### config.mk
export PLATFORM = sky130hd
export DESIGN_NAME = serial_nibble_deser
export DESIGN_NICKNAME = d
export VERILOG_FILES = /design/src/rtl/serial_nibble_deser.sv
export SDC_FILE = /design/constraint.sdc
export NUM_CORES = 1
export LEC_CHECK = 0
export ABC_CLOCK_PERIOD_IN_PS = 1700
export CORE_MARGIN = 1.5
export CORE_UTILIZATION = 32
export CTS_CLUSTER_DIAMETER = 60
export CTS_CLUSTER_SIZE = 25
export DETAILED_ROUTE_END_ITERATION = 8
export GPL_TIMING_DRIVEN = 1
export HOLD_SLACK_MARGIN = 0.05
export PLACE_DENSITY = 0.58
export SLEW_MARGIN = 20
export SYNTH_ARGS = -nofsm -noshare
export SYNTH_HDL_FRONTEND = slang
export SYNTH_SLANG_ARGS = --single-unit
### constraint.sdc
create_clock -name clk -period 1.7 [get_ports clk]
set_clock_uncertainty 0.2 [all_clocks]
set_input_delay 0.255 -clock clk [delete_from_list [all_inputs] [get_ports clk]]
set_output_delay 0.255 -clock clk [all_outputs]
set_load 0.02 [all_outputs]
### src/rtl/serial_nibble_deser.sv
// Serial-to-parallel deserializer: assembles a handshaked bit stream into WIDTH-bit words,
// either as non-overlapping frames or as a sliding window, with a registered word output.
module serial_nibble_deser #(
    parameter int WIDTH     = 4,
    parameter bit MSB_FIRST = 1'b1,
    parameter bit SLIDING   = 1'b0
) (
    input  logic             clk,
    input  logic             rst_n,
    input  logic             flush,
    input  logic             bit_in,
    input  logic             bit_valid,
    output logic             bit_ready,
    output logic [WIDTH-1:0] word_out,
    output logic             word_valid,
    input  logic             word_ready
);
    localparam int CW = $clog2(WIDTH + 1);
    localparam logic [CW-1:0] CNT_LAST = CW'(WIDTH - 1);
    localparam logic [CW-1:0] CNT_FULL = CW'(WIDTH);

    logic [WIDTH-1:0] shreg;
    logic [WIDTH-1:0] shreg_nxt;
    logic [CW-1:0]    cnt;
    logic             next_completes;
    logic             accept;

    generate
        if (MSB_FIRST) begin : g_msb
            assign shreg_nxt = {shreg[WIDTH-2:0], bit_in};
        end else begin : g_lsb
            assign shreg_nxt = {bit_in, shreg[WIDTH-1:1]};
        end
    endgenerate

    // In sliding mode every bit after the window fills yields a word.
    assign next_completes = SLIDING ? (cnt >= CNT_LAST) : (cnt == CNT_LAST);

    // Only a completing bit can stall, and only against an unconsumed held word.
    assign bit_ready = flush | ~(word_valid & ~word_ready & next_completes);
    assign accept    = bit_valid & bit_ready & ~flush;

    always_ff @(posedge clk) begin
        if (!rst_n) begin
            shreg      <= '0;
            cnt        <= '0;
            word_out   <= '0;
            word_valid <= 1'b0;
        end else begin
            if (flush) begin
                shreg <= '0;
                cnt   <= '0;
            end else if (accept) begin
                shreg <= shreg_nxt;
                if (next_completes)
                    cnt <= SLIDING ? CNT_FULL : CW'(0);
                else
                    cnt <= cnt + 1'b1;
            end

            // A completion while full replaces the word in the same cycle it is consumed.
            if (accept && next_completes) begin
                word_out   <= shreg_nxt;
                word_valid <= 1'b1;
            end else if (word_ready) begin
                word_valid <= 1'b0;
            end
        end
    end
endmodule

Yosys cells after proc, flatten, opt, wreduce, memory -nomap -nowiden
Index checks and enable logic that the tools add are counted.
{"block": "classes", "n_addsub": 1, "multipliers": 0, "div_mod_pow": 0, "magnitude_cmp": 0, "n_eq_ne": 1, "shift": 0, "n_mux": 3, "n_bitwise": 9, "reduce_logical": 3}
{"operator": "1-bit bitwise AND", "n": 4}
{"operator": "1-bit NOT", "n": 4}
{"operator": "3-bit by 1-bit adder with 3-bit output (second input constant)", "n": 1}
{"operator": "3-bit by 2-bit equality test with 1-bit output (second input constant)", "n": 1}
{"operator": "3-bit two-way mux", "n": 1}
{"operator": "1-bit two-way mux", "n": 2}
{"operator": "2-bit nonzero test", "n": 1}
{"operator": "2-bit OR reduction", "n": 1}
{"operator": "1-bit logical AND", "n": 1}
{"operator": "1-bit bitwise OR", "n": 1}
{"block": "totals", "ff_bits": 11, "latchBits": 0, "ramBits": 0, "rom_bits": 0, "input_bits": 6, "out_inout_bits": 6, "mem_count": 0}

Logic depth before layout (Yosys ltp)
Gate-level depths: netlist of run 1.
{"block": "depth", "ltp_word": 9, "depth_mapped": 5}

Worst setup path after synthesis of run 1
OpenSTA, ideal clock, no wires.
{"block": "synth_timing", "kind": "flip-flop to output port", "start": "reg word_valid", "end": "out bit_ready", "t_arrival_ps": 1207, "required_ps": 1245, "slack_ps": 38, "path_stages_with_launch": 3, "n_path_buf": 0, "cell_sequence": "dfxtp_1 > nor2b_2 > or3b_1"}
{"block": "synth_between", "elab_chain_cells": 4}
{"item": "start: declaration", "line": "15", "text": "output logic word_valid,"}
{"item": "start signal: assignment", "line": "48", "text": "word_valid <= 1'b0;"}
{"item": "start signal: assignment", "line": "64", "text": "word_valid <= 1'b1;"}
{"item": "start signal: assignment", "line": "66", "text": "word_valid <= 1'b0;"}
{"item": "1-bit bitwise AND (2 in series)", "line": "40", "text": "assign bit_ready = flush | ~(word_valid & ~word_ready & next_completes);"}
{"item": "1-bit NOT", "line": "40"}
{"item": "1-bit bitwise OR", "line": "40"}
{"item": "end: declaration", "line": "13", "text": "output logic bit_ready,"}
No other way between the ends.

Worst setup path after layout of run 1
{"block": "layout_timing", "start": "reg cnt[0]", "end": "out bit_ready"}
{"block": "layout_between", "elab_chain_cells": 4}
{"item": "start: declaration", "line": "24", "text": "logic [CW-1:0] cnt;"}
{"item": "start signal: assignment", "line": "56", "text": "cnt <= SLIDING ? CNT_FULL : CW'(0);"}
{"item": "start signal: assignment", "line": "58", "text": "cnt <= cnt + 1'b1;"}
{"item": "3-bit by 2-bit equality test with 1-bit output", "line": "37", "text": "assign next_completes = SLIDING ? (cnt >= CNT_LAST) : (cnt == CNT_LAST);"}
{"item": "1-bit bitwise AND", "line": "40"}
{"item": "1-bit NOT", "line": "40"}
{"item": "1-bit bitwise OR", "line": "40"}
No other way between the ends.

==> results of run 1 <==
[cells in the final DEF (no fill, tap or decap)]
cell type,instances
sky130_fd_sc_hd__and3_1,1
sky130_fd_sc_hd__nand2b_1,1
sky130_fd_sc_hd__ha_4,1
sky130_fd_sc_hd__buf_4,9
sky130_fd_sc_hd__inv_1,1
sky130_fd_sc_hd__clkdlybuf4s50_1,7
sky130_fd_sc_hd__or3b_4,1
sky130_fd_sc_hd__mux2i_1,8
sky130_fd_sc_hd__dfxtp_1,9
sky130_fd_sc_hd__o21a_1,1
sky130_fd_sc_hd__nand2_1,16
sky130_fd_sc_hd__nor2b_2,1
sky130_fd_sc_hd__dlymetal6s2s_1,3
sky130_fd_sc_hd__a31oi_4,1
sky130_fd_sc_hd__nand4b_1,1
sky130_fd_sc_hd__buf_6,1
sky130_fd_sc_hd__nor2b_1,1
sky130_fd_sc_hd__clkbuf_4,3
sky130_fd_sc_hd__o21ai_0,1
sky130_fd_sc_hd__nand2b_4,1
sky130_fd_sc_hd__dfxtp_2,2
sky130_fd_sc_hd__nor3_4,1
sky130_fd_sc_hd__clkinv_2,1
[cell type report]
| cell class | instances | area (µm²) | share of cell area [%] |
|---|---|---|---|
| multi-input cells | 36 | 276.5 | 37.58 |
| flip-flops and latches | 11 | 222.7 | 30.27 |
| repair buffers | 20 | 186.4 | 25.34 |
| clock buffers | 3 | 22.52 | 3.061 |
| well taps | 15 | 18.77 | 2.551 |
| clock inverters | 1 | 5.005 | 0.6803 |
| inverters | 1 | 3.754 | 0.5102 |
[repair_timing]
| item | 4_1_cts | 5_1_grt |
|---|---|---|
| resized for setup | 10 | 5 |
| hold buffers | 0 | 0 |
| buffers inserted | 0 | 1 |
| setup endpoints to repair | 1 | 4 |
[registers in the layout, indices dropped and copies added, names as in the netlist]
signal	flops
word_valid	1
word_out	4
cnt	3
shreg	3
[through the flow]
step	power (mW)	std cells	setup slack [ns]	utilization (%)
2_1_floorplan	0.2851	50	0.03830	-
3_3_place_gp	0.3087	82	-0.4485	48.99
3_5_place_dp	0.3090	82	-0.4474	48.99
4_1_cts	0.4878	86	-0.09367	52.20
5_1_grt	0.5050	87	-0.1243	53.85
6_report	0.4816	87	-0.08311	53.85
[path summary, 6_finish.rpt]
| kind | slack, ns | end | from | depth (start not counted) |
|---|---|---|---|---|
| worst max-delay path | -0.08 | bit_ready | cnt[0] | 4 |
| worst min-delay path | 0.26 | word_out[3] | word_out[3] | 2 |
| worst max register to register | 0.19 | word_out[1] | cnt[0] | 5 |
| worst min register to register | 0.26 | word_out[3] | word_out[3] | 2 |
[tightest hold or removal path, delay by kind of cell, from the launching register on]
kind	cells	cell delay, ns
flip-flops	1	0.31
AND/OR/NAND/NOR	1	0.05
multiplexers	1	0.05
[cells by family after synthesis]
kind of cell,synth area share (%)
mux,16.33
compound gates,6.887
flops,44.90
simple gates,26.54
buf+inv,2.805
fa+ha+maj,2.551
[layer usage]
layer / wire length, µm / part of all wire, % / GRT usage, % / vias to the layer above
met5: 0 / 0 / 0 / -
met4: 5 / 0.58 / 3.750 / 0
met3: 47 / 5.5 / 7.759 / 2
met2: 354 / 41 / 15.31 / 7
met1: 449 / 52 / 14.36 / 177
li1: - / - / - / 210
[report_power, final]
part / internal, mW / leakage, nW / switching [mW]
Sequential: 0.260 / 0.0897 / 0.00188
Combinational: 0.0264 / 0.212 / 0.0176
Clock: 0.0871 / 0.0177 / 0.0886
Total: 0.373 / 0.319 / 0.108
[synthesized netlist by cell type (all sizes together)]
| cell | n | share of area [%] |
|---|---|---|
| dfxtp | 11 | 45 |
| inv | 1 | 0.76 |
| a31oi | 1 | 4.3 |
| o21a | 1 | 1.5 |
| ha | 1 | 2.6 |
| nand4b | 1 | 1.8 |
| mux2i | 8 | 16 |
| nand2b | 2 | 3.1 |
| and3 | 1 | 1.3 |
| nor2b | 2 | 3.1 |
| buf | 2 | 2.0 |
| nand2 | 16 | 12 |
| or3b | 1 | 1.8 |
| nor3 | 1 | 3.3 |
| o21ai | 1 | 1.0 |
==> flow_results.org, run 1 <==
** GRT
- Initial antenna violation count :: 0
- Summed over all layers, the global routing overflow is 0.
- Across every metal layer, demand over resource in global routing totals between 10% and 20%.
- The first global-routing pass estimated ~1500 µm of wire.
- Largest net degree at the start of global routing :: 10
- Number of global-route vias before repair :: around 360

** Min path
- Path class of the lowest-slack min-delay path :: reg -> reg

** Place
- RD Place Congestion :: approximately 0.65
- Once detailed placement completed, the half-perimeter wirelength came to 655 µm.
- Buffers placed on the I/O ports in this run total 11.
- In this run the cell area measured after placement is between 600 and 700 µm².

** Die
- Placeable core area :: 0.001366 mm²
- Row generation in the floorplan step produced 13 rows.
- Initial Util :: 35.90%
- Measured along the x axis, the die boundary spans about 42 µm.
- The die is 42.15 µm tall.
- Number of top-level pins :: 12
- Full die area :: 0.001777 mm²

** Detailed routing
- For this block, the initial DRC count from the detailed router was 1.
- Antenna-violating nets left :: 0
- Using the TritonRoute via totals, the vias-per-cell ratio works out to around 4.6.
- The final layout contains routed wiring with a total length of 856 µm.
- Dividing the detail-routed wire length by the instance count gives 9.839 µm.
- In the routed design, unresolved DRC markers number 0.
- Detailed-routing iteration count for the pre-antenna-repair pass :: 2
- Vias :: 396

** STA
- Setup repair after global routing missed its margin :: true
- The max-slew violation count is 0.
- Min setup slack post-route :: -0.08311 ns
- Maximum frequency from static timing analysis :: approximately 560 MHz
- After routing, the total negative slack on setup checks comes to -0.08311 ns.
- Actual transition at the worst max-transition pin :: 0.3327 ns
- Worst slew margin relative to its limit :: 77.75%
- Shortest period the worst path allows :: 1.783 ns
- Across all hold checks on the routed design, the worst slack comes to 0.2572 ns.
- Final setup fails :: 1
- Part of the cycle the worst path needs :: 104.9%
- Final count of hold timing violations :: 0

** Power
- Highest ir drop seen on vdd :: 0.0004906 V
- In this run the power density over the cells is approximately 650 mW/mm².
- In this run the static leakage power is 0.3191 nW.

** CTS
- Clock transition time at the flip-flop clock pins of the worst setup and hold paths :: around 0.080 ns
- Buffers inserted during clock tree synthesis total 3.
- Clock latency on the worst-skew pair, taken at its later pin, is 0.27 ns.
- The root buffer cell chosen for the clock tree is sky130_fd_sc_hd__clkbuf_4.
- Clock Tree Buf Depth :: 2
- Clock tree from TritonCTS :: built
- H-tree lvl count :: 1
- Sink count of the clock tree :: 11

** Setup path
- WS Path Type :: reg -> out
- Chain of cells forming the critical path :: ha_4, nand2b_4, or3b_4, buf_6
- Max stage delay cell, worst path :: sky130_fd_sc_hd__dfxtp_2
- Largest fanout on the critical path :: 2
- The cell family contributing the most delay on the critical path is simple AND/OR/NAND/NOR gates.
- The largest single stage delay on the critical path is 0.36 ns.
- Critical path capture point type :: primary output
- Together, buffers and inverters on the worst path number 1.
- Data arrives at the worst endpoint at between 1 and 1.5 ns.
- At the worst endpoint, the required time is 1.24 ns.
- STA classifies the critical path startpoint as a register.

** Yosys
- Post-Synthesis Net Count :: between 50 and 60
- Number of warning messages in the yosys log :: 0
- Synthesized area divided by synthesized cell count :: 9.809 µm²
- The cell area that synthesis handed to floorplanning was around 490 µm².
- Counting flops and latches in the post-synthesis netlist gives 11.
- Sequential cells were found to cover 44.90% of the synthesized design area.
- Yosys mapped the design onto 17 distinct sky130hd cell types.
- Counting every instance in the synthesized netlist gives 50.

** Outcome
- The flow ran to the end, but the final reports show violations.
- The checks that failed: setup timing.

** Final layout
- Cells with a size suffix above 1 make up 30.56% of the layout.
- Counting the fill cells in the layout gives 127.
- From synthesis to final layout, the design area changed by 50.00%.
- The final layout contains 80 nets.
- Number of antenna cells inserted :: 0
- After routing the design area is 735.7 µm².

** Flow run
- Max-cap violations :: 0
Power figures use the tool's default switching activity.
==> run 2: changes to the inputs <==
--- a/config.mk
+++ b/config.mk
@@ -8,12 +8,12 @@
 export ABC_CLOCK_PERIOD_IN_PS = 1700
 export CORE_MARGIN = 1.5
 export CORE_UTILIZATION = 32
-export CTS_CLUSTER_DIAMETER = 60
 export CTS_CLUSTER_SIZE = 25
 export DETAILED_ROUTE_END_ITERATION = 8
 export GPL_TIMING_DRIVEN = 1
 export HOLD_SLACK_MARGIN = 0.05
 export PLACE_DENSITY = 0.58
+export SETUP_SLACK_MARGIN = 0.5
 export SLEW_MARGIN = 20
 export SYNTH_ARGS = -nofsm -noshare
 export SYNTH_HDL_FRONTEND = slang
==> run 2 against run 1 <==
  * The run still ends with setup timing left
  * Cell area is 9.5% higher
  * Flip-flop and latch count stayed put
  * Global-route usage is 0.12 points higher
  * Combinational power hardly changed
  * Power is 0.28% higher
  * Critical path depth stayed put
  * First-iteration DRC count grew to 6.0 times the previous value
  * Utilization is 5.1 points higher
  * Critical path type unchanged
==> flow_results.org, run 2 (synthesized netlist as in run 1, its figures left out) <==
** Die
- Full die area :: 0.001777 mm² (unchanged)
- Horizontal extent of the die :: 42.15 µm (unchanged)
- Initial Util :: 35.90% (unchanged)
- Number of top-level pins :: 12 (unchanged)
- The number of standard-cell rows in the floorplan came to 13 (unchanged).
- The core box area came to 0.001366 mm² (unchanged).
- The y dimension of the die came to 42.15 µm (unchanged).

** Final layout
- The fraction of final layout cells with drive strength greater than 1 was 49.35% (was 30.56%).
- Flip-flop count of the largest register after layout :: 4 (unchanged)
- The register ranked first by flip-flop count was word_out (unchanged).
- Commonest cells after routing, fill and taps aside: sky130_fd_sc_hd__nand2_1 (16), sky130_fd_sc_hd__buf_6 (10), sky130_fd_sc_hd__buf_4 (10) (was sky130_fd_sc_hd__nand2_1 (16), sky130_fd_sc_hd__dfxtp_1 (9), sky130_fd_sc_hd__buf_4 (9)).
- Largest registers :: word_out: 4 flops, cnt: 3 flops, shreg: 3 flops (unchanged)
- The number of antenna diodes was 0 (unchanged).
- Final net count :: 85 (was 80)
- The count of non-filler cells in the finished layout was 92 (was 87).
- The utilization after layout came to 58.97% (was 53.85%).
- Cell area after layout :: 805.8 µm² (was 735.7 µm²)
- Commonest non-fill, non-tap cell in the layout :: sky130_fd_sc_hd__nand2_1 (unchanged)
- The area added between synthesis and finish was 64.29% (was 50.00%).

** CTS
- The CTS clock-pin slew for the worst setup and hold paths came to 0.07 ns (was 0.08 ns).
- The CTS tree was built (unchanged).
- Count of hold-fix buffers inserted at cts :: 0 (unchanged)
- Clock insertion delay at the later pin of the skew report :: 0.27 ns (about the same)
- The clock tree root buffer cell was sky130_fd_sc_hd__clkbuf_4 (unchanged).
- Clock Tree Buf Depth :: 2 (unchanged)
- Sink count of the clock tree :: 11 (unchanged)
- The maximum level of the CTS H-tree was 1 (unchanged).
- Clock buffer count from CTS :: 3 (unchanged)

** STA
- The final total negative setup slack came to -0.08784 ns (was -0.08311 ns).
- The worst slew margin relative to its limit is 81.35% (was 77.75%).
- Part of the cycle the worst path needs :: 105.2% (was 104.9%)
- Final count of hold timing violations :: 0 (unchanged)
- Actual transition at the worst max-transition pin :: 0.2797 ns (was 0.3327 ns)
- Final hold slack :: 0.2584 ns (was 0.2572 ns)
- The final critical-path setup slack is -0.08784 ns (was -0.08311 ns).
- Pins Over Slew Limit :: 0 (unchanged)
- Final setup fails :: 1 (unchanged)
- Setup repair after global routing missed its margin :: true (unchanged)
- Maximum frequency from static timing analysis :: 559.3 MHz (was 560.8 MHz)
- The time the final worst path needs with I/O delays and setup came to 1.788 ns (was 1.783 ns).

** Detailed routing
- Final wirelength :: 979 µm (was 856 µm)
- The average via count per standard cell was 4.478 (was 4.552).
- Detailed-routing iteration count for the pre-antenna-repair pass :: 2 (unchanged)
- The post-route antenna net violation count came to 0 (unchanged).
- The total number of vias was 412 (was 396).
- The number of DRC markers in iteration 0 came to 6 (was 1).
- Wirelength per Cell :: 10.64 µm (was 9.839 µm)
- DRC errors left :: 0 (unchanged)

** Setup path
- The register-to-register path setup slack came to 0.12 ns (was 0.19 ns).
- Endpoint of the worst register-to-register path :: shreg[0] (was word_out[1])
- The path depth of the worst reg2reg path came to 6 (was 5).
- The worst stage delay on the critical path is 0.37 ns (was 0.36 ns).
- Buffers plus inverters on the worst setup path :: 1 (unchanged)
- The kind of end point of the critical path is a primary output (unchanged).
- The data required time at the worst endpoint came to 1.24 ns (about the same).
- The class of the most critical setup path was reg -> out (unchanged).
- The data arrival time of the critical path is 1.33 ns (about the same).
- Chain of cells forming the critical path :: ha_4, nand2b_4, or3b_4, buf_6 (unchanged)
- The dominant delay contributor by cell family on the critical path was simple AND/OR/NAND/NOR gates (unchanged).
- The kind of start point of the critical path is a register (unchanged).
- The worst-path cell with the longest stage delay is sky130_fd_sc_hd__or3b_4 (was sky130_fd_sc_hd__dfxtp_2).
- Reg2Reg Launch Point :: cnt[1] (was cnt[0])
- The top fanout value on the critical path is 2 (unchanged).

** Min path
- The path type of the worst min-delay path is reg -> reg (unchanged).
- The origin of the worst min-delay path is shreg[2] (was word_out[3]).
- Hold Crit Depth :: 2 (unchanged)
- Endpoint, Worst Hold :: word_out[3] (unchanged)

** Power
- The cell leakage power was 0.3171 nW (was 0.3191 nW).
- Highest ir drop seen on vdd :: 0.0007205 V (was 0.0004906 V)
- Overall power of the completed layout :: 0.4829 mW (was 0.4816 mW)
- The power per cell area was 599.3 mW/mm² (was 654.6 mW/mm²).

** Outcome
- Violated checks :: setup timing (unchanged)
- Status :: complete, but fails checks (unchanged)

** Place
- The placer congestion estimate was 0.6627 (was 0.6487).
- Port Buf Inserts :: 11 (unchanged)
- The total placed cells including tap cells came to 81 (was 82).
- The standard cell area after detailed placement was 693.2 µm² (was 669.4 µm²).
- Worst slack at placement :: -0.4809 ns (was -0.4474 ns)
- The half-perimeter wire length after detailed placement was 687 µm (was 655 µm).

** GRT
- The number of global-route vias before repair is 360 (was 363).
- The maximum number of pins on one net before global-route repair came to 10 (unchanged).
- The combined global-route utilization of all metal layers was 11.50% (was 11.38%).
- The number of antenna violations at the first check in global routing came to 0 (unchanged).
- Wire length of the first global-routing pass :: 1490 µm (was 1469 µm)
- The global route total overflow is 0 (unchanged).

** Flow run
- The count of maximum capacitance violations came to 0 (unchanged).
==> run 2: cell types whose count changed in the layout (fill, tap and decap cells not counted), sizes merged <==
| cell | delta |
|---|---|
| clkdlybuf4s50 | -4 |
| dlygate4sd2 | +2 |
| dlymetal6s2s | -3 |
| buf | +10 |
==> run 2: per-layer routing <==
| layer | vias up | track usage, % | routed length (µm) |
|---|---|---|---|
| li1 | 221 | - | - |
| met1 | 183 | 15.26 | 452 |
| met2 | 8 | 15.63 | 468 |
| met3 | 0 | 7.759 | 58 |
| met4 | 0 | 1.875 | 0 |
| met5 | - | 0 | 0 |
==> run 2: how the worst max path moves through the flow <==
stage / start / to / depth (start not counted)
final: cnt[1] / bit_ready / 4
after detailed placement: word_ready / bit_ready / 4
after CTS: cnt[0] / bit_ready / 4
after global placement: word_ready / bit_ready / 4
after global routing: cnt[1] / bit_ready / 4
after floorplan: word_valid / bit_ready / 2
==> run 2: cell type report <==
cell class / instances / area, µm²
fillers: 130 / 560.5
flip-flops and latches: 11 / 231.5
inverters: 1 / 3.754
well taps: 15 / 18.77
repair buffers: 25 / 235.2
multi-input cells: 36 / 289.0
clock inverters: 1 / 5.005
clock buffers: 3 / 22.52
==> run 2: power by group <==
group / switching, mW / internal (mW)
Clock: 0.0914 / 0.0871
Combinational: 0.0191 / 0.0251
Sequential: 0.00191 / 0.258
==> run 2: worst min-delay path: stages (launching register included) <==
cell,delay (ns)
sky130_fd_sc_hd__dfxtp_1,0.32
sky130_fd_sc_hd__nand2_1,0.05
sky130_fd_sc_hd__mux2i_1,0.05
==> run 2: timing repair <==
action / CTS / global route
endpoints found under the setup margin: 17 / 15
buffers inserted: 5 / 2
pin swaps: 5 / 3
gates resized for setup: 47 / 2
==> run 3: changes to the inputs <==
--- a/config.mk
+++ b/config.mk
@@ -5,8 +5,8 @@
 export SDC_FILE = /design/constraint.sdc
 export NUM_CORES = 1
 export LEC_CHECK = 0
+export ABC_AREA = 1
 export ABC_CLOCK_PERIOD_IN_PS = 1700
-export CORE_MARGIN = 1.5
 export CORE_UTILIZATION = 32
 export CTS_CLUSTER_SIZE = 25
 export DETAILED_ROUTE_END_ITERATION = 8
==> run 3 against run 2 <==
  * Highest routed layer is now met4
  * Global-route usage grew 3.4 points
  * The run now ends clean
  * Sequential power about the same
  * Flip-flop and latch count did not move
  * Via count increased by 16%
  * Clock-buffer cell count increased by 1
==> flow_results.org, run 3 <==
** STA
- The final hold violation count came to 0 (unchanged).
- Actual transition at the worst max-transition pin :: 0.2215 ns (was 0.2797 ns)
- Sum Neg Setup Slack :: 0 ns (was -0.08784 ns)
- Final setup fails :: 0 (was 1)
- The max-slew violation count is 0 (unchanged).
- The ratio of final minimum period to clock period was 90.88% (was 105.2%).
- The worst slew margin relative to its limit came to 85.20% (was 81.35%).
- Shortest period the worst path allows :: 1.545 ns (was 1.788 ns)
- The achievable frequency is 647.2 MHz (was 559.3 MHz).
- Setup repair after global routing missed its margin: true (unchanged).

** Yosys
- The number of enable-type register cells in the synthesized netlist is 0 (unchanged).
- Top-area cell type share of the netlist area :: 43.67% (was 44.90%)
- The synthesized netlist cell count is 61 (was 50).
- Flop and latch count out of synthesis :: 11 (unchanged)
- Commonest cells in the netlist :: sky130_fd_sc_hd__dfxtp_1 (11), sky130_fd_sc_hd__nand2_1 (11), sky130_fd_sc_hd__a21oi_1 (10) (was sky130_fd_sc_hd__nand2_1 (16), sky130_fd_sc_hd__dfxtp_1 (11), sky130_fd_sc_hd__mux2i_1 (8))
- Share of flip-flops with an asynchronous set or reset after synthesis :: 0% (unchanged)
- The net count of the mapped netlist is 68 (was 57).
- Sequential area share after synthesis :: 43.67% (was 44.90%)
- The main flop type after synthesis is sky130_fd_sc_hd__dfxtp_1 (unchanged).
- Cell type with the highest aggregate area in the netlist :: sky130_fd_sc_hd__dfxtp_1 (unchanged)
- Most area-consuming cells after synthesis :: sky130_fd_sc_hd__dfxtp_1 (44%), sky130_fd_sc_hd__a21oi_1 (9.9%), sky130_fd_sc_hd__nand2_1 (8.2%) (was sky130_fd_sc_hd__dfxtp_1 (45%), sky130_fd_sc_hd__mux2i_1 (16%), sky130_fd_sc_hd__nand2_1 (12%))
- Post-synthesis instance area :: 504.2 µm² (was 490.5 µm²)
- Synthesized area divided by synthesized cell count :: 8.266 µm² (was 9.809 µm²)
- The number of warnings issued by yosys came to 0 (unchanged).
- Cell variety after synth :: 17 (unchanged)

** Setup path
- Critical path capture point type :: primary output (unchanged)
- Critical Path AT :: 1.09 ns (was 1.33 ns)
- Largest fanout on the critical path :: 2 (unchanged)
- Kind of start point of the critical path :: register (unchanged)
- The source of the worst register-to-register timing path is cnt[1] (unchanged).
- Setup crit start :: cnt[1] (unchanged)
- Required time worst endpoint :: 1.24 ns (about the same)
- The path depth of the worst reg2reg path is 9 (was 6).
- The class of the most critical setup path is reg -> out (unchanged).
- Endpoint of the worst register-to-register path :: shreg[2] (was shreg[0])
- The register-to-register path setup slack was 0.24 ns (was 0.12 ns).
- The worst setup path endpoint is bit_ready (unchanged).

** Flow run
- The count of maximum capacitance violations came to 0 (unchanged).

** CTS
- The CTS buffer count came to 3 (unchanged).
- H-tree lvl count :: 1 (unchanged)
- Clock insertion delay at the later pin of the skew report :: 0.27 ns (about the same)
- Sink count of the clock tree :: 11 (unchanged)
- The CTS tree is built (unchanged).
- The clock tree root buffer cell is sky130_fd_sc_hd__clkbuf_4 (unchanged).
- The CTS clock-pin slew for the worst setup and hold paths is 0.07 ns (about the same).
- Count of hold-fix buffers inserted at cts :: 0 (unchanged)
- The maximum count of clock buffers along a single path is 2 (unchanged).

** Die
- The effective utilization at floorplan is 36.47% (was 35.90%).
- Y dimension of the die :: 41.70 µm (was 42.15 µm)
- Horizontal extent of the die :: 41.70 µm (was 42.15 µm)
- The core box area is 0.001383 mm² (was 0.001366 mm²).
- The top-level port count is 12 (unchanged).
- The area enclosed by the die boundary was 0.001738 mm² (was 0.001777 mm²).
- The number of standard-cell rows in the floorplan is 13 (unchanged).

** Detailed routing
- The number of detailed-route iterations in the first pass came to 1 (was 2).
- Antenna-violating nets left :: 0 (unchanged)
- Wirelength per Cell :: 10.76 µm (was 10.64 µm)
- The DRC violations left is 0 (unchanged).
- The total wire length after detailed routing came to 1076 µm (was 979 µm).
- The average via count per standard cell came to 4.790 (was 4.478).
- The number of DRC markers in iteration 0 was 0 (was 6).
- The total number of vias came to 479 (was 412).

** Final layout
- Commonest cells after routing, fill and taps aside :: sky130_fd_sc_hd__nand2_1 (10), sky130_fd_sc_hd__buf_4 (8), sky130_fd_sc_hd__inv_1 (7), sky130_fd_sc_hd__a21oi_1 (7), sky130_fd_sc_hd__dfxtp_2 (7) (was sky130_fd_sc_hd__nand2_1 (16), sky130_fd_sc_hd__buf_6 (10), sky130_fd_sc_hd__buf_4 (10))
- The utilization after layout was 60.00% (was 58.97%).
- Final net count :: 93 (was 85)
- The number of antenna diodes came to 0 (unchanged).
- Largest registers: word_out: 4 flops, cnt: 3 flops, shreg: 3 flops (unchanged).
- Share of final-layout standard cells stronger than drive strength 1 :: 48.24% (was 49.35%)
- The most common library cell in the layout ignoring fill and taps is sky130_fd_sc_hd__nand2_1 (unchanged).
- The count of non-filler cells in the finished layout is 100 (was 92).
- Area delta synth->final :: 64.52% (was 64.29%)
- Flip-flop count of the largest register after layout :: 4 (unchanged)
- The register ranked first by flip-flop count is word_out (unchanged).

** GRT
- The maximum number of pins on one net before global-route repair is 12 (was 10).
- GRT busiest layer :: met2 (unchanged)
- Met3 GRT Util :: 4.348% (was 7.759%)
- Number of global-route vias before repair :: 474 (was 360)
- The met1 track utilization from global routing came to 19.03% (was 15.26%).
- Remaining global-route overflow :: 0 (unchanged)
- The met2 layer usage reported by global route was 22.50% (was 15.63%).
- The combined global-route utilization of all metal layers was 14.89% (was 11.50%).
- The number of antenna violations at the first check in global routing is 0 (unchanged).
- The wire length of the first global-routing pass came to 1994 µm (was 1490 µm).

** Outcome
- Status: finished clean (was complete, but fails checks).

** Place
- Detailed placement HPWL :: 779.2 µm (was 687 µm)
- Port Buf Inserts :: 11 (unchanged)
- The placer congestion estimate is 0.7372 (was 0.6627).
- The total placed cells including tap cells came to 91 (was 81).

** Power
- The cell leakage power was 0.3031 nW (was 0.3171 nW).
- The power consumption came to 0.4859 mW (was 0.4829 mW).
- The maximum VDD drop was 0.0004872 V (was 0.0007205 V).
- Ratio of total power to cell area :: 585.7 mW/mm² (was 599.3 mW/mm²)

** Min path
- The path type of the worst min-delay path is reg -> reg (unchanged).
## run 3: cell types whose count changed after synthesis, sizes merged, moves of 2 or more
cell / previous run / this run
a21oi: 0 / 10
mux2i: 8 / 0
inv: 1 / 8
nand3: 0 / 6
nor2: 0 / 5
nand4: 0 / 4
nand2: 16 / 14
nand2b: 2 / 0
nor2b: 2 / 0
## run 3: stage by stage
step / hold WS, ns / area, µm² / worst slack, ns
2_1_floorplan: 0.2196 / 535.5 / 0.4457
3_3_place_gp: 0.2531 / 703.2 / -0.2288
3_5_place_dp: 0.2558 / 703.2 / -0.2602
4_1_cts: 0.2678 / 764.5 / 0.1439
5_1_grt: 0.2859 / 829.5 / 0.09612
6_report: 0.2700 / 829.5 / 0.1550
## run 3: per-layer routing
layer  vias up  part of all wire [%]
li1        253                     -
met1       212                    49
met2        10                    45
met3         4                   3.9
met4         0                   1.9
met5         -                     0
## run 3: repair_timing
| item | 4_1_cts | 5_1_grt |
|---|---|---|
| endpoints found under the setup margin | 17 | 16 |
| resized for setup | 37 | 13 |
| buffers inserted | 3 | 2 |
| pin swaps | 5 | 5 |
## run 3: cell families (layout without fill, tap and decap cells)
family                     count (synthesis)  count (layout)  synth area share, %
DFF                                       11              11                43.67
buffers and inverters                      9              33                8.189
adders and majority gates                  1               1                2.481
AOI/OAI and AO/OA                         11              11                10.92
and+or+nand+nor                           29              29                34.74
## run 3: final cells by class
cell class                      instances  area, µm²
Fill cell                             122      553.0
Multi-Input combinational cell         41      310.3
Sequential cell                        11      229.0
Timing Repair Buffer                   21      212.7
Inverter                                8      32.53
Clock buffer                            4      26.28
Tap cell                               15      18.77
## run 3: worst max-delay path, cell delays in order, from the launching register on
cell	delay, ns
sky130_fd_sc_hd__dfxtp_2	0.35
sky130_fd_sc_hd__ha_4	0.14
sky130_fd_sc_hd__inv_4	0.04
sky130_fd_sc_hd__nor2_8	0.09
sky130_fd_sc_hd__nand3_4	0.07
sky130_fd_sc_hd__buf_6	0.13
## run 3: power by group
part	internal (mW)	leakage, nW	switching, mW	total, mW
clock network	0.0909	0.0150	0.0895	0.180
logic	0.0234	0.196	0.0218	0.0452
registers	0.259	0.0923	0.00134	0.260
total	0.373	0.303	0.113	0.486
## run 3: worst min-delay path by stage
stage	end	startpoint	slack [ns]	depth (start not counted)
3_5_place_dp	word_out[1]	word_out[1]	0.26	2
6_report	word_out[1]	word_out[1]	0.27	2
4_1_cts	word_out[1]	word_out[1]	0.27	2
5_1_grt	word_out[1]	word_out[1]	0.29	2
3_3_place_gp	word_out[3]	word_out[3]	0.25	2
2_1_floorplan	shreg[0]	bit_in	0.22	2
